## src/rtl/control_unit_pkg.sv

```systemverilog
// Shared definitions for the microprogram control unit.
//   nsa_sel_e     : next-state address source select (2-bit)
//   NSC_*         : next-state control codes from the microinstruction (3-bit)
//   seq_state_e   : sequencer FSM state encoding
//   decode_select : maps NSC + condition to an address source
package control_unit_pkg;

  typedef enum logic [1:0] {
    SEL_ENCODER = 2'b00,
    SEL_FETCH   = 2'b01,
    SEL_CR      = 2'b10,
    SEL_INCR    = 2'b11
  } nsa_sel_e;

  localparam logic [2:0] NSC_ENCODER     = 3'b000;
  localparam logic [2:0] NSC_FETCH       = 3'b001;
  localparam logic [2:0] NSC_CR          = 3'b010;
  localparam logic [2:0] NSC_INCR        = 3'b011;
  localparam logic [2:0] NSC_BR_ENCODER  = 3'b100;
  localparam logic [2:0] NSC_BR_FETCH    = 3'b101;
  localparam logic [2:0] NSC_BR_INCR     = 3'b110;
  localparam logic [2:0] NSC_BR_INCR_ALT = 3'b111;

  typedef enum logic [1:0] {
    ST_RUN      = 2'b00,
    ST_WAIT_MOC = 2'b01,
    ST_FAULT    = 2'b10
  } seq_state_e;

  // Unconditional codes pass their low bits straight through; conditional
  // codes fall back to the control register when the condition is false.
  function automatic nsa_sel_e decode_select(input logic [2:0] nsc, input logic cond);
    nsa_sel_e sel;
    if (!nsc[2]) begin
      sel = nsa_sel_e'(nsc[1:0]);
    end else if (!cond) begin
      sel = SEL_CR;
    end else begin
      case (nsc)
        NSC_BR_ENCODER: sel = SEL_ENCODER;
        NSC_BR_FETCH:   sel = SEL_FETCH;
        default:        sel = SEL_INCR;
      endcase
    end
    return sel;
  endfunction

endpackage

```

## src/rtl/moc_watchdog.sv

```systemverilog
// Wait-cycle counter for memory-operation-complete handshakes.
// Ports:
//   Clock    in  system clock
//   Reset    in  synchronous active-high reset
//   start    in  load count = 1 (first wait cycle)
//   count_en in  advance count by one
//   clear    in  return count to 0 (highest priority)
//   expired  out count has reached TIMEOUT-1
module moc_watchdog #(
  parameter int TIMEOUT = 16
) (
  input  logic Clock,
  input  logic Reset,
  input  logic start,
  input  logic count_en,
  input  logic clear,
  output logic expired
);

  logic [7:0] cnt_q, cnt_d;

  always_comb begin
    cnt_d = cnt_q;
    if (clear) begin
      cnt_d = '0;
    end else if (start) begin
      cnt_d = 8'd1;
    end else if (count_en) begin
      cnt_d = cnt_q + 8'd1;
    end
  end

  always_ff @(posedge Clock) begin
    if (Reset) begin
      cnt_q <= '0;
    end else begin
      cnt_q <= cnt_d;
    end
  end

  assign expired = (cnt_q == 8'(TIMEOUT - 1));

endmodule

```

## src/rtl/microprogram_sequencer.sv

```systemverilog
// Microprogram sequencer: selects and registers the next microstore address,
// stalls on memory operations and traps when MOC never arrives.
// Ports:
//   Clock, Reset                 system clock, synchronous active-high reset
//   Hold                         freeze all state
//   Next_State_Control [2:0]     next-state mode of current microinstruction
//   Encoder_Address, Control_Register_Address  candidate targets
//   Cond, MOC, Cond_Select, Invert             branch condition inputs
//   Error_Clear                  clears the sticky bus error
//   State_Address                current microstate (registered)
//   Next_State_Address_Select    combinational source select
//   Waiting_MOC                  high while stalled on MOC
//   Bus_Error                    sticky MOC-timeout flag
//
// state       | meaning
// ST_RUN      | normal sequencing
// ST_WAIT_MOC | stalled on a memory operation, watchdog counting
// ST_FAULT    | MOC timed out, State_Address holds the trap vector
module microprogram_sequencer
  import control_unit_pkg::*;
#(
  parameter int ADDR_WIDTH    = 8,
  parameter int FETCH_ADDRESS = 1,
  parameter int TRAP_ADDRESS  = 255,
  parameter int MOC_TIMEOUT   = 16
) (
  input  logic                  Clock,
  input  logic                  Reset,
  input  logic                  Hold,
  input  logic [2:0]            Next_State_Control,
  input  logic [ADDR_WIDTH-1:0] Encoder_Address,
  input  logic [ADDR_WIDTH-1:0] Control_Register_Address,
  input  logic                  Cond,
  input  logic                  MOC,
  input  logic                  Cond_Select,
  input  logic                  Invert,
  input  logic                  Error_Clear,
  output logic [ADDR_WIDTH-1:0] State_Address,
  output logic [1:0]            Next_State_Address_Select,
  output logic                  Waiting_MOC,
  output logic                  Bus_Error
);

  logic                  cond_ctl;
  nsa_sel_e              sel;
  seq_state_e            state_q, state_d;
  logic [ADDR_WIDTH-1:0] addr_q, addr_d;
  logic                  err_q, err_d;
  logic                  wd_start, wd_en, wd_clear, wd_expired;

  assign cond_ctl = (Cond_Select ? MOC : Cond) ^ Invert;
  assign sel      = decode_select(Next_State_Control, cond_ctl);

  always_comb begin
    state_d  = state_q;
    addr_d   = addr_q;
    err_d    = err_q;
    wd_start = 1'b0;
    wd_en    = 1'b0;
    wd_clear = 1'b0;
    if (!Hold) begin
      case (sel)
        SEL_ENCODER: addr_d = Encoder_Address;
        SEL_FETCH:   addr_d = ADDR_WIDTH'(FETCH_ADDRESS);
        SEL_CR:      addr_d = Control_Register_Address;
        default:     addr_d = addr_q + ADDR_WIDTH'(1);
      endcase
      if (Error_Clear) err_d = 1'b0;
      case (state_q)
        ST_RUN: begin
          if (Next_State_Control[2] && Cond_Select && !cond_ctl) begin
            state_d  = ST_WAIT_MOC;
            wd_start = 1'b1;
          end
        end
        ST_WAIT_MOC: begin
          // A true condition wins even on the timeout cycle.
          if (cond_ctl) begin
            state_d  = ST_RUN;
            wd_clear = 1'b1;
          end else if (wd_expired) begin
            state_d  = ST_FAULT;
            addr_d   = ADDR_WIDTH'(TRAP_ADDRESS);
            err_d    = 1'b1;  // set beats a simultaneous clear
            wd_clear = 1'b1;
          end else begin
            wd_en = 1'b1;
          end
        end
        default: state_d = ST_RUN;
      endcase
    end
  end

  always_ff @(posedge Clock) begin
    if (Reset) begin
      state_q <= ST_RUN;
      addr_q  <= '0;
      err_q   <= 1'b0;
    end else begin
      state_q <= state_d;
      addr_q  <= addr_d;
      err_q   <= err_d;
    end
  end

  moc_watchdog #(
    .TIMEOUT(MOC_TIMEOUT)
  ) u_watchdog (
    .Clock   (Clock),
    .Reset   (Reset),
    .start   (wd_start),
    .count_en(wd_en),
    .clear   (wd_clear),
    .expired (wd_expired)
  );

  assign State_Address             = addr_q;
  assign Next_State_Address_Select = sel;
  assign Waiting_MOC               = (state_q == ST_WAIT_MOC);
  assign Bus_Error                 = err_q;

endmodule

```

## config.mk

```make
export PLATFORM = sky130hd
export DESIGN_NAME = microprogram_sequencer
export DESIGN_NICKNAME = d
export VERILOG_FILES = /design/src/rtl/control_unit_pkg.sv /design/src/rtl/moc_watchdog.sv /design/src/rtl/microprogram_sequencer.sv
export SDC_FILE = /design/constraint.sdc
export NUM_CORES = 1
export LEC_CHECK = 0
export BUFFER_PORTS_ARGS = -buffer_cell sky130_fd_sc_hd__buf_2
export CELL_PAD_IN_SITES_DETAIL_PLACEMENT = 2
export CELL_PAD_IN_SITES_GLOBAL_PLACEMENT = 2
export CORE_MARGIN = 10
export CORE_UTILIZATION = 24
export DETAILED_ROUTE_END_ITERATION = 16
export PLACE_DENSITY = 0.75
export SETUP_SLACK_MARGIN = 0.5
export SYNTH_ARGS = -nofsm -noshare
export SYNTH_HDL_FRONTEND = slang
export SYNTH_SLANG_ARGS = --single-unit
```

## constraint.sdc

```tcl
create_clock -name Clock -period 1.9 [get_ports Clock]
set_input_delay 0.095 -clock Clock [delete_from_list [all_inputs] [get_ports Clock]]
set_output_delay 0.095 -clock Clock [all_outputs]
set_load 0.05 [all_outputs]
```

==> run metrics <==
layout cell share with drive strength beyond 1 between 40% and 50%; Post-Route Setup TNS 0 ns; Final Hold Vio Count 0; Setup CP Type reg -> reg; Seq cells post-synth 19; DRT Pass-1 Iters 3; Post-Synthesis Cells 146; most common cell after layout, fill and taps aside buf_2; final setup violation count 0; Buffers on Ports 38; Vias/cell approximately 5.2; vias after detailed routing around 1.3k; crit path from u_watchdog.cnt_q[4]; nets@finish 223; GP Congestion 0.772; DP Wirelength 3.45 mm; Clock Latency Late Sink about 0.26 ns; post-synth top area share around 33%; met2 capacity usage during global routing between 20% and 30%; CTS tree built; Die X about 89 µm; worst endpoint required time 2.10 ns; final period utilization 92.9%; total power draw approximately 1 mW; Starting Density 24.6%; met1 Use GR between 10% and 20%; Netlist cell types 36; maxcap violations 0; design area between 0.0015 and 0.002 mm²; Least-Margin Pin Slew about 0.42 ns; YS warnings 0; Max Clk Rate roughly 570 MHz; crit path capture state_q[1]; Site Rows 25; HP Class in -> reg; maximum vdd drop slightly below 200 µV; busiest grt layer met2; die area roughly 0.0080 mm²; Max FO, Critical Path 4; static leakage about 0.66 nW; H-tree depth 1; number of global-route vias before repair between 1k and 1.5k; Reg2Reg Capture Point state_q[1]; minimum clock period about 1.8 ns; drt drc 0; biggest area consumer among synthesized cells dfxtp_1; Tot GR Track Use 11.8%; clk sinks 19; most frequent cells in the layout buf_2 (36), nand2_1 (17), nor2_1 (14); sequential-to-total area share from yosys stat between 30% and 40%; outcome finished clean; Hold Buf Count CTS 0; Area Growth Syn to Fin 41.3%; Post-Syn Nets between 150 and 200; antenna violations before repair 0; max_slew headroom between 70% and 80%; root buffer cell clkbuf_8; Num CTS Buffers 3; Placed Area 0.00146 mm²; Post-Syn Area per Cell just under 8 µm²; Slew Limit Fails 0; final setup margin about 0.14 ns; antenna viol nets, final 0; worst r2r src u_watchdog.cnt_q[4]; RSZ-0062 raised after global routing yes; pin count of the biggest net entering global routing 16; Die Y between 80 and 90 µm; IO Pins 39; global-route wire length before repair 7.38 mm; met3 usage in global routing about 1.9%; CP startpoint kind flop; final wirelength between 4 and 5 mm; clock slew seen by the registers of the worst setup and hold paths 0.08 ns; CTS max path bufs 2; Arrival @ worst endpoint roughly 2.0 ns; worst slack at placement just under 0.05 ns; Worst Clk Skew approximately 0.00093 ns; r2r worst-path depth 4; wire per inst about 18 µm; Synth area leaders dfxtp_1 (33%), xnor2_1 (6.8%), nand2_1 (5.5%); R2R Setup Slk 0.14 ns; First DRT Iteration DRCs 27; diode count 0; Mapped Area between 0.001 and 0.0015 mm²; Crit. End Element flop; core area ~0.0047 mm²; P per Cell Area between 600 and 700 mW/mm²; GRT overflow 0
-- layout make-up --
class	count	area, µm²
repair buffers	47	267
fillers	561	3060
multi-input cells	116	832
inverters	7	26.3
clock buffers	4	45.0
flip-flops and latches	19	390
well taps	54	67.6
-- routing by layer --
metal	vias up	routed length [µm]
li1	622	-
met1	624	1860
met2	27	2420
met3	8	150
met4	0	97
met5	-	0
-- Yosys cell counts --
| cell | n |
|---|---|
| or2b_1 | 1 |
| nor2b_1 | 6 |
| ha_1 | 2 |
| nand2b_1 | 2 |
| nor4_1 | 1 |
| xor2_1 | 3 |
| clkbuf_1 | 3 |
| nand2_1 | 17 |
| a311oi_1 | 5 |
| a211o_1 | 1 |
| nor4b_1 | 1 |
| nand4_1 | 1 |
| a21oi_2 | 2 |
| mux2i_1 | 2 |
| or3_1 | 1 |
| buf_2 | 1 |
| o2111ai_1 | 1 |
| a211oi_1 | 1 |
| and4b_1 | 1 |
| a22oi_1 | 7 |
| nand3_1 | 7 |
| dfxtp_1 | 19 |
| nor3b_1 | 1 |
| or2_2 | 2 |
| nor3_1 | 7 |
| nor2_1 | 15 |
| a21oi_1 | 3 |
| o21ai_0 | 7 |
| o311ai_0 | 1 |
| a31oi_1 | 1 |
| xnor2_1 | 9 |
| or4_4 | 2 |
| a221oi_1 | 3 |
| or2_1 | 1 |
| a21o_1 | 2 |
| inv_1 | 7 |
-- worst min path at each step --
stage	from	to	slack [ns]	depth (start not counted)
after floorplan	Reset	State_Address[1]	0.17	1
after detailed placement	Encoder_Address[6]	State_Address[6]	0.39	3
after global placement	Encoder_Address[6]	State_Address[6]	0.38	3
after CTS	Encoder_Address[6]	State_Address[6]	0.11	3
after global routing	Encoder_Address[5]	State_Address[5]	0.11	3
final	Encoder_Address[6]	State_Address[6]	0.11	3
-- cell families after synthesis --
| logic type | after synthesis | synth area share [%] |
|---|---|---|
| AND/OR/NAND/NOR | 66 | 29.0 |
| AO/OA/AOI/OAI | 34 | 21.3 |
| flip-flops | 19 | 33.0 |
| XOR/XNOR | 12 | 9.12 |
| buffers and inverters | 11 | 3.69 |
| multiplexers | 2 | 1.74 |
| adder cells (fa/ha/maj) | 2 | 2.17 |
-- state kept, by name, indices dropped and copies added, names as in the netlist --
name / cells
State_Address: 8
u_watchdog.cnt_q: 8
state_q: 2
Bus_Error: 1
-- worst max-delay path, cell delays in order, from the launching register on --
cell and delay [ns]:
dfxtp_2 0.34, or4_4 0.52, or2_4 0.27, or4_4 0.44, a21oi_2 0.14
-- power breakdown --
part | total, mW | internal (mW) | switching, mW | leakage, nW
clock | 0.300 | 0.150 | 0.151 | 0.0228
sequential | 0.437 | 0.415 | 0.0223 | 0.159
combinational | 0.287 | 0.103 | 0.184 | 0.476
total | 1.02 | 0.668 | 0.357 | 0.657
-- per-stage QoR --
stage	hold slack [ns]	util, %	cells
global route	0.111	34.7	247
global placement	0.377	31.0	239
detailed placement	0.386	31.0	239
CTS	0.108	33.7	246
finish	0.108	34.7	247
floorplan	0.166	-	146
-- what timing repair did --
action	in CTS	in global routing
resized for setup	15	8
pin swaps	4	5
setup endpoints to repair	20	21
setup buffers	3	1
Note: power is estimated with default switching activity, not from simulation.
